## src/rtl/sfr_status_flag_bank.sv

```systemverilog
// rtl/sfr_status_flag_bank.sv - clocked status-flag bank with read-to-clear snapshot and IRQ
//
// Purpose:
//   Consumer end of the GSU event latches. Core-side pulses set flags,
//   explicit clears override sets, and a host read snapshots the flags and
//   then clears the read-to-clear subset one cycle later. The active-low IRQ
//   is the registered OR of the enabled flags.
//
// Ports:
//   clk_i        system clock, rising edge
//   reset_i      synchronous, active-high reset
//   set_i        per-bit set request, sampled every cycle
//   clear_i      per-bit clear request, highest priority
//   irq_en_i     per-bit IRQ enable
//   rd_strobe_i  host read request (level, may be held)
//   rd_data_o    snapshot of flags taken when the read was accepted
//   rd_valid_o   one-cycle pulse, rd_data_o valid
//   flags_o      current flag register
//   irq_n_o      active-low IRQ, registered

module sfr_status_flag_bank #(
    parameter int          NUM_FLAGS   = 8,
    parameter logic [15:0] CLR_ON_READ = 16'h00FF,
    parameter logic [15:0] RESET_VALUE = 16'h0000
) (
    input  logic                 clk_i,
    input  logic                 reset_i,
    input  logic [NUM_FLAGS-1:0] set_i,
    input  logic [NUM_FLAGS-1:0] clear_i,
    input  logic [NUM_FLAGS-1:0] irq_en_i,
    input  logic                 rd_strobe_i,
    output logic [NUM_FLAGS-1:0] rd_data_o,
    output logic                 rd_valid_o,
    output logic [NUM_FLAGS-1:0] flags_o,
    output logic                 irq_n_o
);

    localparam logic [NUM_FLAGS-1:0] CLR_MASK  = CLR_ON_READ[NUM_FLAGS-1:0];
    localparam logic [NUM_FLAGS-1:0] RST_FLAGS = RESET_VALUE[NUM_FLAGS-1:0];

    typedef enum logic [1:0] {
        ST_IDLE = 2'd0,
        ST_CLR  = 2'd1,
        ST_HOLD = 2'd2
    } state_t;

    state_t               state_q, state_d;
    logic [NUM_FLAGS-1:0] flags_q, flags_d;
    logic [NUM_FLAGS-1:0] snap_q, snap_d;
    logic [NUM_FLAGS-1:0] rd_data_q, rd_data_d;
    logic                 rd_valid_q, rd_valid_d;
    logic                 irq_n_q, irq_n_d;
    logic [NUM_FLAGS-1:0] rc_mask;

    always_comb begin
        state_d    = state_q;
        snap_d     = snap_q;
        rd_data_d  = rd_data_q;
        rd_valid_d = 1'b0;
        rc_mask    = '0;

        unique case (state_q)
            ST_IDLE: begin
                // Snapshot is the registered value, so a set in this same
                // cycle is not in snap and therefore survives the clear.
                if (rd_strobe_i) begin
                    snap_d     = flags_q;
                    rd_data_d  = flags_q;
                    rd_valid_d = 1'b1;
                    state_d    = ST_CLR;
                end
            end
            ST_CLR: begin
                // Only bits that were reported are cleared; sets landing in
                // this cycle are OR-ed in after the mask and are kept.
                rc_mask = snap_q & CLR_MASK;
                state_d = ST_HOLD;
            end
            ST_HOLD: begin
                // Wait for strobe release so one assertion means one read.
                if (!rd_strobe_i) begin
                    state_d = ST_IDLE;
                end
            end
            default: begin
                state_d = ST_IDLE;
            end
        endcase

        flags_d = ((flags_q & ~rc_mask) | set_i) & ~clear_i;
        irq_n_d = ~|(flags_q & irq_en_i);
    end

    always_ff @(posedge clk_i) begin
        if (reset_i) begin
            state_q    <= ST_IDLE;
            flags_q    <= RST_FLAGS;
            snap_q     <= '0;
            rd_data_q  <= '0;
            rd_valid_q <= 1'b0;
            irq_n_q    <= 1'b1;
        end else begin
            state_q    <= state_d;
            flags_q    <= flags_d;
            snap_q     <= snap_d;
            rd_data_q  <= rd_data_d;
            rd_valid_q <= rd_valid_d;
            irq_n_q    <= irq_n_d;
        end
    end

    assign flags_o    = flags_q;
    assign rd_data_o  = rd_data_q;
    assign rd_valid_o = rd_valid_q;
    assign irq_n_o    = irq_n_q;

endmodule
```

## config.mk

```make
export PLATFORM = sky130hd
export DESIGN_NAME = sfr_status_flag_bank
export DESIGN_NICKNAME = d
export VERILOG_FILES = /design/src/rtl/sfr_status_flag_bank.sv
export SDC_FILE = /design/constraint.sdc
export NUM_CORES = 1
export LEC_CHECK = 0
export CAP_MARGIN = 5
export CORE_UTILIZATION = 36
export DETAILED_ROUTE_END_ITERATION = 7
export PLACE_DENSITY = 0.79
export REMOVE_ABC_BUFFERS = 1
export SLEW_MARGIN = 15
export SYNTH_ARGS = -nofsm -noshare
export SYNTH_HDL_FRONTEND = slang
export SYNTH_SLANG_ARGS = --single-unit
```

## constraint.sdc

```tcl
create_clock -name clk_i -period 1.3 [get_ports clk_i]
set_input_delay 0.26 -clock clk_i [delete_from_list [all_inputs] [get_ports clk_i]]
set_output_delay 0.26 -clock clk_i [all_outputs]
set_load 0.02 [all_outputs]
```

Yosys cells after proc, flatten, opt, wreduce, memory -nomap -nowiden
Cells that the tools add are included.

Register bits after elaboration: 20. Input bits: 27. Output and inout port bits: 18. Logic and storage cells: 27.

Equal/unequal tests: 4. Multiplexer cells: 5. Bitwise logic cells: 7. Reduce and logical (&&, ||, !) cells: 6.

Operators with widths (count): 8-bit AND (3); 8-bit inverter (2); 8-bit two-way mux (1); 8-bit bitwise OR (1); 8-bit OR reduction (1); 2-bit one-hot mux with 3 select lines (1); 2-bit two-way mux (2); 2-bit inequality test, second input constant (2); 2-bit AND reduction (2); 2-bit by 1-bit equality test with 1-bit output, second input constant (1); 2-bit equality test, second input constant (1); 2-bit logical NOT (1); 2-bit OR reduction (1); 1-bit logical NOT (1); 1-bit two-way mux (1); 1-bit inverter (1).

Logic depth before layout (Yosys ltp)
Depth after elaboration: 6. Mapped depth: 4. Mapped depth without buffers: 3.

Least setup slack after synthesis
No wires, ideal clock.

Path kind: reg-to-reg. From: register state_q[0]. To: register rd_data_q[0] (netlist: rd_data_o[0]). Setup time: 128 ps. Data arrival time: 858 ps. Data required time: 1172 ps. Path slack: 314 ps. Stages on the path, launching flop included: 5. Buffers on the path: 1. Period minus slack after synthesis: 986 ps. Cell sequence: dfxtp_1 nor3b_2 buf_6 mux2i_1 nor2_1.

Word-level cells in the longest chain between the ends: 2.

Ends and longest elaborated chain: start: declaration (RTL line 47) `state_t state_q, state_d;`; start signal: assignment (RTL line 103) `state_q <= state_d;`; 2-bit logical NOT (RTL line 62) `unique case (state_q)`; 2-bit AND reduction (no line); end signal: assignment (RTL line 106) `rd_data_q <= rd_data_d;`; end: declaration (RTL line 50) `logic [NUM_FLAGS-1:0] rd_data_q, rd_data_d;`.

No other way between the ends. A chain may end at the register's enable or synchronous reset.

Worst setup path in the final report
From: register rd_data_q[7] (netlist: rd_data_o[7]). To: output port rd_data_o[7].

RTL lines: end: declaration (RTL line 32) `output logic [NUM_FLAGS-1:0] rd_data_o,`.

No word-level cell between the ends.

==> summary.md <==
| Metric | Value |
|---|---|
| Worst-margin pin slew | `0.225 ns` |
| Relative slew slack | `0.850` |
| Psw | `299 uW` |
| Outcome | `complete, no violations` |
| Worst setup path category | `flip-flop to output pin` |
| Area contributors post-synth | `dfxtp_1 53%, mux2i_1 11%, nand3b_1 8.9%, a21oi_1 5.9%, nor3_1 5.3%` |
| Multi-input logic area | `334 sq um` |
| CP Cell Sequence | `clkdlybuf4s15_1` |
| Clock tree buffer depth | `2` |
| Final Power | `1200 uW` |
| Synthesized area | `762 sq um` |
| Top cell type's share of synthesized area | `0.525` |
| Pins over their slew limit | `0` |
| Cts hold-fix bufs | `0` |
| Routed via count | `755` |
| DRC viols | `0` |
| Post-DRT Antenna Nets | `0` |
| # Post-CTS Setup Buffers | `0` |
| # setup viols final | `0` |
| Gr ovfl total | `0` |
| Post-synthesis mux area share | `0.105` |
| Comb power frac | `0.218` |
| All-layer global routing usage | `0.179` |
| Fin crit share | `0.964` |
| Largest family of logic cells by synthesized area | `simple AND/OR/NAND/NOR gates` |
| Max cap viols | `0` |
| Clk root buf | `clkbuf_4` |
| Vias in the first global route | `654` |
| Worst VDD drop | `0.000672 V` |
| Seq cells post-synth | `20` |
| Starting density of the core | `0.384` |
| DP HPWL | `1510 um` |
| Internal | `903 uW` |
| Final wirelength | `1930 um` |
| Inserted Diodes | `0` |
| Crit path launch type | `flip-flop` |
| Clock network power share | `0.237` |
| Worst-skew pair later-pin latency | `0.29 ns` |
| Post-synth top area cell | `dfxtp_1` |
| Sw frac | `0.249` |
| Clk slew on worst S/H paths | `0.11 ns` |
| Signal arrival time at the worst endpoint | `0.99 ns` |
| Seq/Total Area, Yosys | `0.525` |
| Clk_skew | `0.00301 ns` |
| Area Growth Syn to Fin | `71.1%` |
| Vias per cell | `4.78` |
| Simple-gate portion of the synthesized area | `0.222` |
| F_max | `0.798 GHz` |
| Row count | `16` |
| Final Hold Vio Count | `0` |
| HP Class | `input pin to flip-flop` |
| XOR/XNOR share of the synthesized area | `0` |
| Sequential share of power | `0.545` |
| Synth cell types | `14` |
| Cell count after synthesis | `76` |
| Filler cells | `157` |
| CP Capture Type | `output pin` |
| Final #Nets | `160` |
| Initial antenna violation count | `0` |
| Synth Area in Compound Gates | `0.112` |
| First-pass GRT wire length | `2860 um` |
| Layout cells sized above 1 | `0.153` |
| Final Non-Filler Cells | `158` |
| Placed instance count | `155` |
| P_leak | `0.000545 uW` |
| Sink Count | `20` |
| Pwr Density | `922 nW/um^2` |
| CP Buf/Inv Count | `1` |
| CTS tree | `built` |
| Fin crit period | `1.25 ns` |
| Synth Area in Adders | `0` |
| FF/Latch Area | `400 sq um` |
| Die Span Y | `48.0 um` |
| Buffers added on ports | `44` |
| I/O pin count | `45` |
| WL/cell | `12.2 um` |
| CP max FO | `3` |
| Slowest library cell on the worst path | `dfxtp_1` |
| Syn Area/Cell | `10.0 sq um` |
| Starting DRT DRC Count | `12` |
| Die Wd | `48.0 um` |
| Largest net degree at the start of global routing | `11` |
| GP Congestion | `0.734` |
| Warnings from Yosys | `0` |
| Slowest stage delay, CP | `0.38 ns` |
| Total core area | `1980 sq um` |
| H-tree depth | `1` |
| Num CTS Buffers | `3` |
| Dpl cell area | `1310 sq um` |
| RSZ-0062 raised after global routing | `false` |
| Required time of the critical path | `1.04 ns` |
| CP top delay family | `flip-flops` |
| Final Cell Area | `1300 sq um` |
| DRT Pass-1 Iters | `4` |
| Full die area | `2300 sq um` |
==> flip-flops by register name, indices dropped and copies added, names as in the netlist <==
register / flops
flags_o: 8
irq_n_o: 1
rd_data_o: 8
rd_valid_o: 1
state_q: 2
==> path summary, 6_finish.rpt <==
kind	startpoint	to	slack, ns	cells after the start
worst min register to register	rd_data_o[2]$_SDFFE_PP0P_	rd_data_o[2]$_SDFFE_PP0P_	0.54	2
worst max register to register	state_q[0]$_SDFFE_PP0P_	rd_data_o[5]$_SDFFE_PP0P_	0.23	4
worst max-delay path	rd_data_o[7]$_SDFFE_PP0P_	rd_data_o[7]	0.05	1
worst min-delay path	clear_i[7]	flags_o[7]$_SDFF_PP0_	0.50	2
==> Yosys cell counts <==
library cell  number
dfxtp_1           20
a21oi_1            9
nand3b_1           9
mux2i_1            8
nor2_1             8
nor3_1             8
a22oi_1            4
clkbuf_1           3
nor2b_1            2
a41o_1             1
buf_2              1
buf_6              1
nand2b_1           1
nor3b_2            1
==> power groups by stage <==
stage	Sequential, uW	Combinational, uW	Clock [uW]
3_3_place_gp	670	275	0
5_1_grt	661	282	322
4_1_cts	656	263	292
6_report	656	262	285
2_1_floorplan	708	59.2	0
3_5_place_dp	671	278	0
==> area by class of cell <==
type / instances / share of cell area
Clock buffer: 3 / 0.0173
Tap cell: 27 / 0.0259
Multi-Input combinational cell: 51 / 0.256
Timing Repair Buffer: 57 / 0.393
Sequential cell: 20 / 0.307
==> metrics by stage <==
step / worst slack, ns / setup TNS (ns) / util / hold slack, ns
6_report: 0.0473 / 0 / 0.658 / 0.498
5_1_grt: 0.00113 / 0 / 0.658 / 0.496
4_1_cts: 0.00771 / 0 / 0.659 / 0.492
3_5_place_dp: -0.174 / -1.27 / 0.659 / 0.514
3_3_place_gp: -0.147 / -1.10 / 0.659 / 0.510
2_1_floorplan: -0.0865 / -0.692 / - / 0.329
==> metal layers <==
metal,vias to the layer above,global-route usage,wire (um)
met1,340,0.244,883
met4,0,0.0667,6
met2,29,0.278,920
met5,-,0,0
li1,384,-,-
met3,2,0.0340,119
==> cells by family after synthesis <==
logic type	count (synthesis)
AND/OR/NAND/NOR	29
buffers and inverters	5
multiplexers	8
flip-flops	20
AO/OA/AOI/OAI	14
==> cell usage in the layout, fill, tap and decap left out, drive strengths merged <==
cell and count:
a22oi 4, nor2b 2, nor2 8, nand2b 1
clkbuf 6, dlygate4sd2 8, a21oi 9, nand3b 9
buf 13, mux2i 8, dfxtp 20, clkdlybuf4s50 26
a41o 1, nor3 8, nor3b 1, clkdlybuf4s15 7
==> what timing repair did <==
item / in CTS / in global routing
cloned: 0 / 0
gates resized for setup: 18 / 13
setup endpoints to repair: 18 / 10
Power figures use the tool's default switching activity.
